File: src/rtl/wb_pkg.sv
// Shared types and constants for the two-master Wishbone arbiter slice.
package wb_pkg;

    typedef enum logic {
        IDLE = 1'b0,
        BUSY = 1'b1
    } state_e;

    localparam int unsigned PORT_IF  = 0;
    localparam int unsigned PORT_LSU = 1;

    localparam int unsigned WB_AW = 32;
    localparam int unsigned WB_DW = 32;

endpackage

File: src/rtl/wb_watchdog.sv
// Bus watchdog: flags the TIMEOUT-th consecutive enabled cycle since clear.
module wb_watchdog #(
    parameter int unsigned TIMEOUT = 255
) (
    input  logic clk_i,
    input  logic rst_i,
    input  logic clear_i,
    input  logic enable_i,
    output logic expired_o
);

    if (TIMEOUT == 0) begin : g_off
        logic unused_wd;
        assign unused_wd = ^{clk_i, rst_i, clear_i, enable_i};
        assign expired_o = 1'b0;
    end else begin : g_on
        localparam int unsigned CW = $clog2(TIMEOUT + 1);
        logic [CW-1:0] cnt_q, cnt_d;

        always_comb begin
            cnt_d = cnt_q;
            if (clear_i) begin
                cnt_d = '0;
            end else if (enable_i && cnt_q != CW'(TIMEOUT)) begin
                cnt_d = cnt_q + 1'b1;
            end
        end

        always_ff @(posedge clk_i) begin
            if (rst_i) cnt_q <= '0;
            else       cnt_q <= cnt_d;
        end

        // cnt_q holds completed cycles, so the current one is the TIMEOUT-th.
        assign expired_o = enable_i && !clear_i && (cnt_q == CW'(TIMEOUT - 1));
    end

endmodule

File: src/rtl/wb_arbiter_2m.sv
// Round-robin arbiter sharing one Wishbone B4 classic master port between
// instruction fetch (port 0) and load/store (port 1), with a bus watchdog.
module wb_arbiter_2m
    import wb_pkg::*;
#(
    parameter int unsigned TIMEOUT = 255,
    parameter int unsigned AW      = WB_AW,
    parameter int unsigned DW      = WB_DW
) (
    input  logic            clk_i,
    input  logic            rst_i,
    input  logic            r0_req_i,
    input  logic            r0_we_i,
    input  logic [AW-1:0]   r0_addr_i,
    input  logic [DW-1:0]   r0_dat_i,
    input  logic [DW/8-1:0] r0_sel_i,
    output logic [DW-1:0]   r0_dat_o,
    output logic            r0_ack_o,
    output logic            r0_err_o,
    input  logic            r1_req_i,
    input  logic            r1_we_i,
    input  logic [AW-1:0]   r1_addr_i,
    input  logic [DW-1:0]   r1_dat_i,
    input  logic [DW/8-1:0] r1_sel_i,
    output logic [DW-1:0]   r1_dat_o,
    output logic            r1_ack_o,
    output logic            r1_err_o,
    input  logic [DW-1:0]   wbm_dat_i,
    input  logic            wbm_ack_i,
    input  logic            wbm_err_i,
    output logic            wbm_cyc_o,
    output logic            wbm_stb_o,
    output logic            wbm_we_o,
    output logic [AW-1:0]   wbm_addr_o,
    output logic [DW-1:0]   wbm_dat_o,
    output logic [DW/8-1:0] wbm_sel_o
    ,output logic [1:0]     gnt_o
);

    state_e            state_q, state_d;
    logic              owner_q, owner_d;
    logic              last_q, last_d;
    logic [1:0]        gnt_q, gnt_d;
    logic              cyc_q, cyc_d;
    logic              we_q, we_d;
    logic [AW-1:0]     addr_q, addr_d;
    logic [DW-1:0]     wdat_q, wdat_d;
    logic [DW/8-1:0]   sel_q, sel_d;
    logic [1:0]        ack_q, ack_d;
    logic [1:0]        err_q, err_d;
    logic [DW-1:0]     rdat0_q, rdat0_d, rdat1_q, rdat1_d;
    logic              elig0, elig1, win, grant, wd_expired;

    // A port is masked while its own completion pulse is visible.
    assign elig0 = r0_req_i && !(ack_q[PORT_IF]  || err_q[PORT_IF]);
    assign elig1 = r1_req_i && !(ack_q[PORT_LSU] || err_q[PORT_LSU]);
    assign win   = (elig0 && elig1) ? ~last_q : elig1;
    assign grant = (state_q == IDLE) && (elig0 || elig1);

    wb_watchdog #(.TIMEOUT(TIMEOUT)) u_wd (
        .clk_i     (clk_i),
        .rst_i     (rst_i),
        .clear_i   (grant),
        .enable_i  (state_q == BUSY),
        .expired_o (wd_expired)
    );

    always_comb begin
        state_d = state_q;
        owner_d = owner_q;
        last_d  = last_q;
        gnt_d   = gnt_q;
        cyc_d   = cyc_q;
        we_d    = we_q;
        addr_d  = addr_q;
        wdat_d  = wdat_q;
        sel_d   = sel_q;
        ack_d   = '0;
        err_d   = '0;
        rdat0_d = rdat0_q;
        rdat1_d = rdat1_q;
        case (state_q)
            IDLE: begin
                if (grant) begin
                    owner_d = win;
                    gnt_d   = win ? 2'b10 : 2'b01;
                    cyc_d   = 1'b1;
                    we_d    = win ? r1_we_i   : r0_we_i;
                    addr_d  = win ? r1_addr_i : r0_addr_i;
                    wdat_d  = win ? r1_dat_i  : r0_dat_i;
                    sel_d   = win ? r1_sel_i  : r0_sel_i;
                    state_d = BUSY;
                end
            end
            BUSY: begin
                if (wbm_err_i || wbm_ack_i || wd_expired) begin
                    if (wbm_err_i || wd_expired) begin
                        err_d[owner_q] = 1'b1;
                    end else begin
                        ack_d[owner_q] = 1'b1;
                        if (owner_q) rdat1_d = wbm_dat_i;
                        else         rdat0_d = wbm_dat_i;
                    end
                    cyc_d   = 1'b0;
                    gnt_d   = 2'b00;
                    last_d  = owner_q;
                    state_d = IDLE;
                end
            end
            default: state_d = IDLE;
        endcase
    end

    always_ff @(posedge clk_i) begin
        if (rst_i) begin
            state_q <= IDLE;
            owner_q <= 1'b0;
            last_q  <= 1'b1;
            gnt_q   <= '0;
            cyc_q   <= 1'b0;
            we_q    <= 1'b0;
            addr_q  <= '0;
            wdat_q  <= '0;
            sel_q   <= '0;
            ack_q   <= '0;
            err_q   <= '0;
            rdat0_q <= '0;
            rdat1_q <= '0;
        end else begin
            state_q <= state_d;
            owner_q <= owner_d;
            last_q  <= last_d;
            gnt_q   <= gnt_d;
            cyc_q   <= cyc_d;
            we_q    <= we_d;
            addr_q  <= addr_d;
            wdat_q  <= wdat_d;
            sel_q   <= sel_d;
            ack_q   <= ack_d;
            err_q   <= err_d;
            rdat0_q <= rdat0_d;
            rdat1_q <= rdat1_d;
        end
    end

    assign wbm_cyc_o  = cyc_q;
    assign wbm_stb_o  = cyc_q;
    assign wbm_we_o   = we_q;
    assign wbm_addr_o = addr_q;
    assign wbm_dat_o  = wdat_q;
    assign wbm_sel_o  = sel_q;
    assign gnt_o      = gnt_q;
    assign r0_ack_o   = ack_q[PORT_IF];
    assign r0_err_o   = err_q[PORT_IF];
    assign r0_dat_o   = rdat0_q;
    assign r1_ack_o   = ack_q[PORT_LSU];
    assign r1_err_o   = err_q[PORT_LSU];
    assign r1_dat_o   = rdat1_q;

endmodule

File: config.mk
export PLATFORM = sky130hd
export DESIGN_NAME = wb_arbiter_2m
export DESIGN_NICKNAME = d
export VERILOG_FILES = /design/src/rtl/wb_pkg.sv /design/src/rtl/wb_watchdog.sv /design/src/rtl/wb_arbiter_2m.sv
export SDC_FILE = /design/constraint.sdc
export NUM_CORES = 1
export LEC_CHECK = 0
export CORE_ASPECT_RATIO = 0.7
export CORE_MARGIN = 4
export CORE_UTILIZATION = 30
export CTS_CLUSTER_DIAMETER = 200
export DETAILED_ROUTE_END_ITERATION = 8
export HOLD_SLACK_MARGIN = 0.02
export PLACE_DENSITY_LB_ADDON = 0.25
export SYNTH_ARGS = -nofsm -noshare
export SYNTH_HDL_FRONTEND = slang
export SYNTH_SLANG_ARGS = --single-unit
File: constraint.sdc
create_clock -name clk_i -period 4 [get_ports clk_i]
set_clock_uncertainty 0.15 [all_clocks]
set_input_delay 0.6 -clock clk_i [delete_from_list [all_inputs] [get_ports clk_i]]
set_output_delay 0.6 -clock clk_i [all_outputs]
set_load 0.01 [all_outputs]
==> results of run 1 <==
state kept, by name, summed over array words and instances (netlist names), 2 cells and up:
| register | count |
|---|---|
| ack_q | 2 |
| err_q | 2 |
| gnt_o | 2 |
| r0_dat_o | 32 |
| r1_dat_o | 32 |
| u_wd.g_on.cnt_q | 8 |
| wbm_addr_o | 32 |
| wbm_dat_o | 32 |
| wbm_sel_o | 4 |
cell usage after synthesis (3+ instances only):
cell       count
o2bb2ai_1     41
a21oi_1       67
a221o_1       28
o21ai_1        3
a31oi_1        3
nand4_1        3
xnor2_1        3
inv_1          4
buf_4          5
clkbuf_1      29
mux2i_1       43
dfxtp_1      151
and2_1        13
and2_0        16
buf_2         10
o21ai_0        4
and4_1         3
nand2_1      133
nor2_1        11
nand3_1        3
metrics by stage:
| stage | worst slack, ns | hold WS [ns] | std cells | utilization, % | power, uW |
|---|---|---|---|---|---|
| 3_5_place_dp | 1.07 | 0.297 | 1126 | 48.3 | 2330 |
| 3_3_place_gp | 1.10 | 0.291 | 1126 | 48.3 | 2330 |
| 2_1_floorplan | 1.83 | 0.324 | 605 | - | 1920 |
| 6_report | 1.48 | 0.303 | 1158 | 51.4 | 3880 |
| 5_1_grt | 1.33 | 0.321 | 1158 | 51.4 | 4060 |
| 4_1_cts | 1.52 | 0.305 | 1158 | 51.4 | 3940 |
logic make-up after synthesis:
kind of cell	share of synthesized area (%)
AOI/OAI and AO/OA	19.8
muxes	7.45
adders and majority gates	0.433
and+or+nand+nor	15.3
buffers and inverters	4.05
DFF	52.3
xor gates and xnor gates	0.607
worst min-delay path by stage:
| stage | cells after the start | from | slack, ns | endpoint |
|---|---|---|---|---|
| 6_report | 2 | r0_dat_o[17] | 0.30 | r0_dat_o[17] |
| 5_1_grt | 2 | r1_dat_o[6] | 0.32 | r1_dat_o[6] |
| 4_1_cts | 2 | r0_dat_o[17] | 0.30 | r0_dat_o[17] |
| 3_5_place_dp | 2 | r1_dat_o[10] | 0.30 | r1_dat_o[10] |
| 3_3_place_gp | 2 | r0_dat_o[22] | 0.29 | r0_dat_o[22] |
| 2_1_floorplan | 2 | u_wd.g_on.cnt_q[5] | 0.32 | u_wd.g_on.cnt_q[5] |
per-layer routing:
metal	global-route usage (%)	share of wire [%]
met5	0	0.053
met4	5.78	1.8
met3	8.65	9.7
met2	28.6	44
met1	23.0	44
power by group:
part | total (uW) | switching, uW | internal, uW
registers | 1650 | 51.2 | 1590
logic | 650 | 260 | 390
clock network | 1590 | 693 | 894
total | 3880 | 1000 | 2880
worst max-delay path, delay by kind of cell:
| kind | cells | cell delay, ns |
|---|---|---|
| buffers and inverters | 2 | 0.69 |
| AND/OR/NAND/NOR | 2 | 0.67 |
| AO/OA/AOI/OAI | 2 | 0.67 |
cell type report:
type / instances / area (um2) / area share, %
clock inverters: 13 / 136 / 1.40
repair buffers: 325 / 3250 / 33.4
inverters: 4 / 15.0 / 0.154
multi-input cells: 404 / 2550 / 26.2
flip-flops and latches: 151 / 3020 / 31.1
well taps: 242 / 303 / 3.12
clock buffers: 19 / 443 / 4.56
==> summary.md, run 1 <==
Layout cell share with drive strength beyond 1: 5.46%. The maximum vdd drop came out at 243 uV. The path type of the worst min-delay path is reg -> reg. The final wirelength was 20600 um; the via count of the first global-routing pass was 5286. The starting utilization of the core area is 30.5%, and the number of unique standard cell types used by synthesis is 44.

The maximum fanout along the worst path is 48. STA puts the critical path data required time at 4.15 ns. STA classifies the critical path endpoint as a flip-flop. The number of nets handed over by synthesis was 783. Following the worst setup path forward leads to its endpoint at wbm_addr_o[4]. The post-route antenna net violation count was 0; the first-pass detailed-route iteration total was 4. The logs give 0 for the number of hold buffers added after CTS and 9140 um2 for the standard cell area after detailed placement. Dividing the detail-routed via count by the number of cells gives 4.76. Counting along the longest clock path gives a buffer depth of 2.

The remaining design rule violation count came out at 0. The setup check on the worst reg-to-reg path leaves a slack of 1.80 ns. The fraction of synthesized cell area taken by the top area cell type was 52.3%. The mapped netlist covers 5780 um2. The run gives 0 as the post-CTS setup buffer count. The library cells used most frequently in the layout, excluding fill and tap cells, are clkdlybuf4s50_1 (315), dfxtp_1 (151), nand2_1 (133). Leaving out fill and tap cells, the most frequent cell in the layout is clkdlybuf4s50_1. The worst path needs 2.52 ns of the cycle, external delays included. After the first detailed-routing iteration, the DRC count stood at 218. For this run the aggregate overflow at the end of global routing stands at 0. Post-CTS repair changed the size of 0 cells.

After synthesis, the cell types taking the most area are dfxtp_1 (52%), nand2_1 (8.6%), mux2i_1 (7.5%). In this run the core area contains 42 standard-cell rows. Clock tree synthesis selected as its root buffer the cell clkbuf_16. Setup repair after global routing left no endpoint under its margin.

Counting the buffers created by CTS gives 17. Walking the worst path, the cells encountered are clkdlybuf4s50_1 -> or3b_2 -> a21oi_1 -> nor2_4 -> buf_12 -> a221o_1. The share of synthesized area occupied by flip-flops and latches is 52.3%, and the die outline area is 21600 um2.

The number of antenna diodes in the final layout is 0. In this run the static leakage power is 0.00347 uW. The floorplan step set the die height to 124 um.

In this run the critical register-to-register path is launched from err_q[0]. After detailed routing, the average wire length per cell comes to 17.8 um. The final max-slew violation count is 0, and the count of endpoints failing setup in the final report is 0. Detailed placement ended at an HPWL of 14900 um. Clock-pin slew reported for the worst setup and hold paths after clock tree synthesis: 0.06 ns.

Highest-delay cell along the critical path: or3b_2. The run gives 52.9% as the relative max-transition margin. The synthesized area divided by synthesized cell count was 9.55 um2; the number of synthesized flops with an enable pin was 0. By startpoint and endpoint, the worst setup path is classified as in -> reg. TritonCTS built the clock tree. Based on the critical path, the design can be clocked at up to 397 MHz. In this run the critical register-to-register path is captured at wbm_addr_o[4]. In this run the power density over the cells is 399 nW/um2. The insertion delay of the later-clocked pin in the worst-skew pair was 0.41 ns; the proportion of register bits with asynchronous set or reset after synthesis was 0%.

The tree built by TritonCTS fans out to 151 sinks. In this run the worst setup path begins at r0_req_i. Measured in cells, the most critical reg-to-reg path has a length of 5. On the worst path, the slowest cell contributes a delay of 0.48 ns.

For the final weighted congestion in routability-driven placement, the log shows 0.813. The first global-routing pass estimated 30800 um of wire. The maximum number of pins on one net before global-route repair was 65.

The die extent in x works out to 174 um. The via count of the routed design is 5511. The initial antenna violation count is 1. Most instantiated flip-flop cell in the synthesis netlist: dfxtp_1. Global routing used 18.5% of the available tracks across all layers.

The register bit total from synthesis was 151; the total negative slack was 0 ns. The yosys synthesis warning count was 0; the total of fill cells in the finished design was 1730. The hold violation total from the final report came out at 0. In the synthesized netlist, the number of instances is 605. During placement, the flow inserted port buffers numbering 316. The H-tree was split into 4 levels. The largest total area in the synthesized netlist belongs to dfxtp_1.

STA puts the critical path data arrival time at 2.67 ns. Compared with the post-synthesis result, the final layout area differs by 68.3%. After routing the design area is 9720 um2.

The floorplan step defined a core boundary enclosing 18900 um2. Max-cap violations in this run came to 0. The transition time of the tightest slew-check pin is 0.706 ns. The flow ran to the end, and the final reports show no timing, DRC or antenna violations. STA classifies the critical path startpoint as an input port.

317 I/O pins were placed. Dividing the final minimum period by the clock period gives 62.9%. The number of nets in the layout is 1081.
Note: power is estimated with default switching activity, not from simulation.
==> inputs of run 2 (changes only) <==
Clock period 4 ns to 2.6 ns, I/O delays scaled along.
==> run 2 against run 1 <==
Setup slack lost 1.0 ns. Global-route usage shrank 0.47 points. Sequential share of layout area shrank 0.55 points. Final area grew 1.8%. Flip-flop and latch count is the same. First-iteration DRC count grew 18%. Hold slack lost 0.15 ns. Critical path depth grew 1. Via count shrank 0.33%. Power grew 58%. Core utilization grew 0.93 points. Register-to-register slack lost 1.4 ns.
==> summary.md, run 2 (synthesis gave the netlist of run 1 again) <==
The run finished with clean final reports. The initial antenna violation count is 0 (-1). TritonCTS built the clock tree. Total power per unit cell area: 621 nW/um2 (+56%). The library cell used most frequently in the layout, excluding fill and tap cells, is clkdlybuf4s50_1. The total clock buffers created by CTS came out at 17 (unchanged).

The tools report the site row count as 42 (unchanged). For the insertion delay of the later-clocked pin in the worst-skew pair, the log shows 0.41 ns (about the same). The tools report the relative max-transition margin as 42.2% (-11 points). The critical path class was reg -> reg.

The worst hold slack across all endpoints was 0.149 ns (-0.154 ns). The hold violation total from the final report was 0 (unchanged). The layout-stage area growth over the synthesis result is 71.3%. The power after layout came out at 6150 uW (+58%). The tree is rooted in a clkbuf_16. Peak per-stage delay on the critical path: 0.67 ns (+0.19 ns).

The standard cell core area was 18900 um2 (unchanged); the reported leakage power was 0.00355 uW (+2.2%). The run gives 1755 (+1.4%) as the total of fill cells in the finished design. Setup repair after global routing left no endpoint under its margin. The overall routing resource usage is 18.0% (-0.47 points). The tools report the number of nets in the layout as 1087 (+0.56%). The die outline area is 21600 um2 (unchanged).

The tools report the placed wire-length estimate after detailed placement as 15000 um (+1.3%). The final wirelength came out at 20400 um (-1.0%). The height of the die is 124 um (unchanged), and the remaining design rule violation count is 0 (unchanged). The standard cell area after detailed placement came out at 9270 um2 (+1.5%). For the via count of the first global-routing pass, the log shows 5050 (-4.5%). The maximum vdd drop is 361 uV (+49%). The maximum fanout along the worst path works out to 20 (-58%). The tools report the final weighted congestion in routability-driven placement as 0.832 (+2.3%). For the number of clock sinks seen by CTS, the log shows 151 (unchanged).

The run gives 0 (unchanged) as the post-cts sizing count. The transition time of the tightest slew-check pin works out to 0.865 ns (+0.159 ns). Final routed wire length divided by cell count: 17.5 um (-1.5%). For the overall overflow remaining after global route, the log shows 0 (unchanged).

The first-pass detailed-route iteration total was 4 (unchanged); the period utilization was 82.7%. Final instance area: 9890 um2 (+1.8%). The worst setup path is captured at a flip-flop. The tools report the top-level port count as 317 (unchanged). For this run, the top clock speed supported by timing is 465 MHz. The die extent in x came out at 174 um (unchanged). The number of input and output port buffers inserted works out to 316 (unchanged). The routed design could run at a clock period as short as 2.15 ns.

The number of maximum-capacitance constraint violations is 0 (unchanged), and the clock-pin slew reported for the worst setup and hold paths after clock tree synthesis is 0.06 ns (about the same). The number of vias per cell after detailed routing was 4.72 (-0.84%). Type of element launching the critical path: a flip-flop. Number of buffers on the longest clock path: 2 (unchanged).

The count of endpoints failing setup in the final report was 0 (unchanged). Walking the worst path, the cells encountered are inv_1 -> ha_1 -> nand3_1 -> o21ai_2 -> buf_12 -> nand2_1 -> a21oi_1. The maximum number of pins on one net before global-route repair is 65 (unchanged). The path type of the worst min-delay path is in -> reg. The tools report the post-route antenna net violation count as 0 (unchanged). The number of violations reported at the end of detailed-routing iteration 0 was 258 (+18%); the global-route wire length before repair was 30200 um (-2.2%). The tools report the setup slack after placement as 0.0362 ns (-1.04 ns). The run gives 2.79 ns (-1.36 ns) as the data required time of the worst path. For the level count of the clock H-tree, the log shows 4 (unchanged).

Worst endpoint data arrival time: 2.34 ns (-0.33 ns). In the layout the commonest cells are clkdlybuf4s50_1 (315), dfxtp_1 (151), nand2_1 (133). The post-CTS setup buffer count was 0 (unchanged). The total negative slack is 0 ns (unchanged), and the layout cell share with drive strength beyond 1 is 6.07% (+0.62 points). The logs give 0.449 ns (-1.03 ns) for the least setup slack across all paths after layout and 30.5% (unchanged) for the starting utilization of the core area. The via count of the routed design was 5493 (-0.33%). For the number of hold buffers added after CTS, the log shows 0 (unchanged). The highest-delay cell along the critical path was o21ai_2. The tools report the antenna diode count as 0 (unchanged).

The tools report the final max-slew violation count as 0 (unchanged).
run 2: cell count changes in the layout (fill, tap and decap cells not counted), sizes merged:
| cell | change |
|---|---|
| buf | +6 |
| bufinv | +2 |
| inv | -3 |
| clkbuf | +1 |
run 2: path summary, 6_finish.rpt:
kind	from	endpoint	slack, ns	cells after the start
setup / recovery	u_wd.g_on.cnt_q[0]	r1_dat_o[29]	0.45	7
hold / removal	rst_i	state_q	0.15	2
setup reg to reg	u_wd.g_on.cnt_q[0]	r1_dat_o[29]	0.45	7
hold reg to reg	r0_dat_o[12]	r0_dat_o[12]	0.30	2
run 2: layout make-up:
type	count	area, um2	area share [%]
timing repair buffer	331	3380	34.2
sequential	151	3020	30.6
multi-input combinational	404	2550	25.8
clock buffer	20	457	4.62
tap	242	303	3.06
clock inverter	12	165	1.67
inverter	4	15.0	0.152
run 2: power breakdown:
| group | switching [uW] | internal [uW] | total, uW | leakage [uW] |
|---|---|---|---|---|
| Sequential | 75.8 | 2450 | 2530 | 0.00123 |
| Combinational | 405 | 621 | 1030 | 0.00202 |
| Clock | 1010 | 1580 | 2590 | 0.000294 |
run 2: stage by stage:
stage / util [%] / cells
floorplan: - / 605
global placement: 49.0 / 1132
detailed placement: 49.0 / 1132
CTS: 52.3 / 1164
global route: 52.3 / 1164
finish: 52.3 / 1164
run 2: layer usage:
metal	track usage, %	wire length [um]
met3	9.01	2190
met2	27.0	8960
met1	22.9	9000
met4	5.34	262
met5	0	0
run 2: worst max-delay path, delay by kind of cell (launching register included):
kind / cells / cell delay, ns
buf+inv: 2 / 0.34
flops: 1 / 0.34
simple gates: 2 / 0.26
compound gates: 2 / 0.81
fa+ha+maj: 1 / 0.17
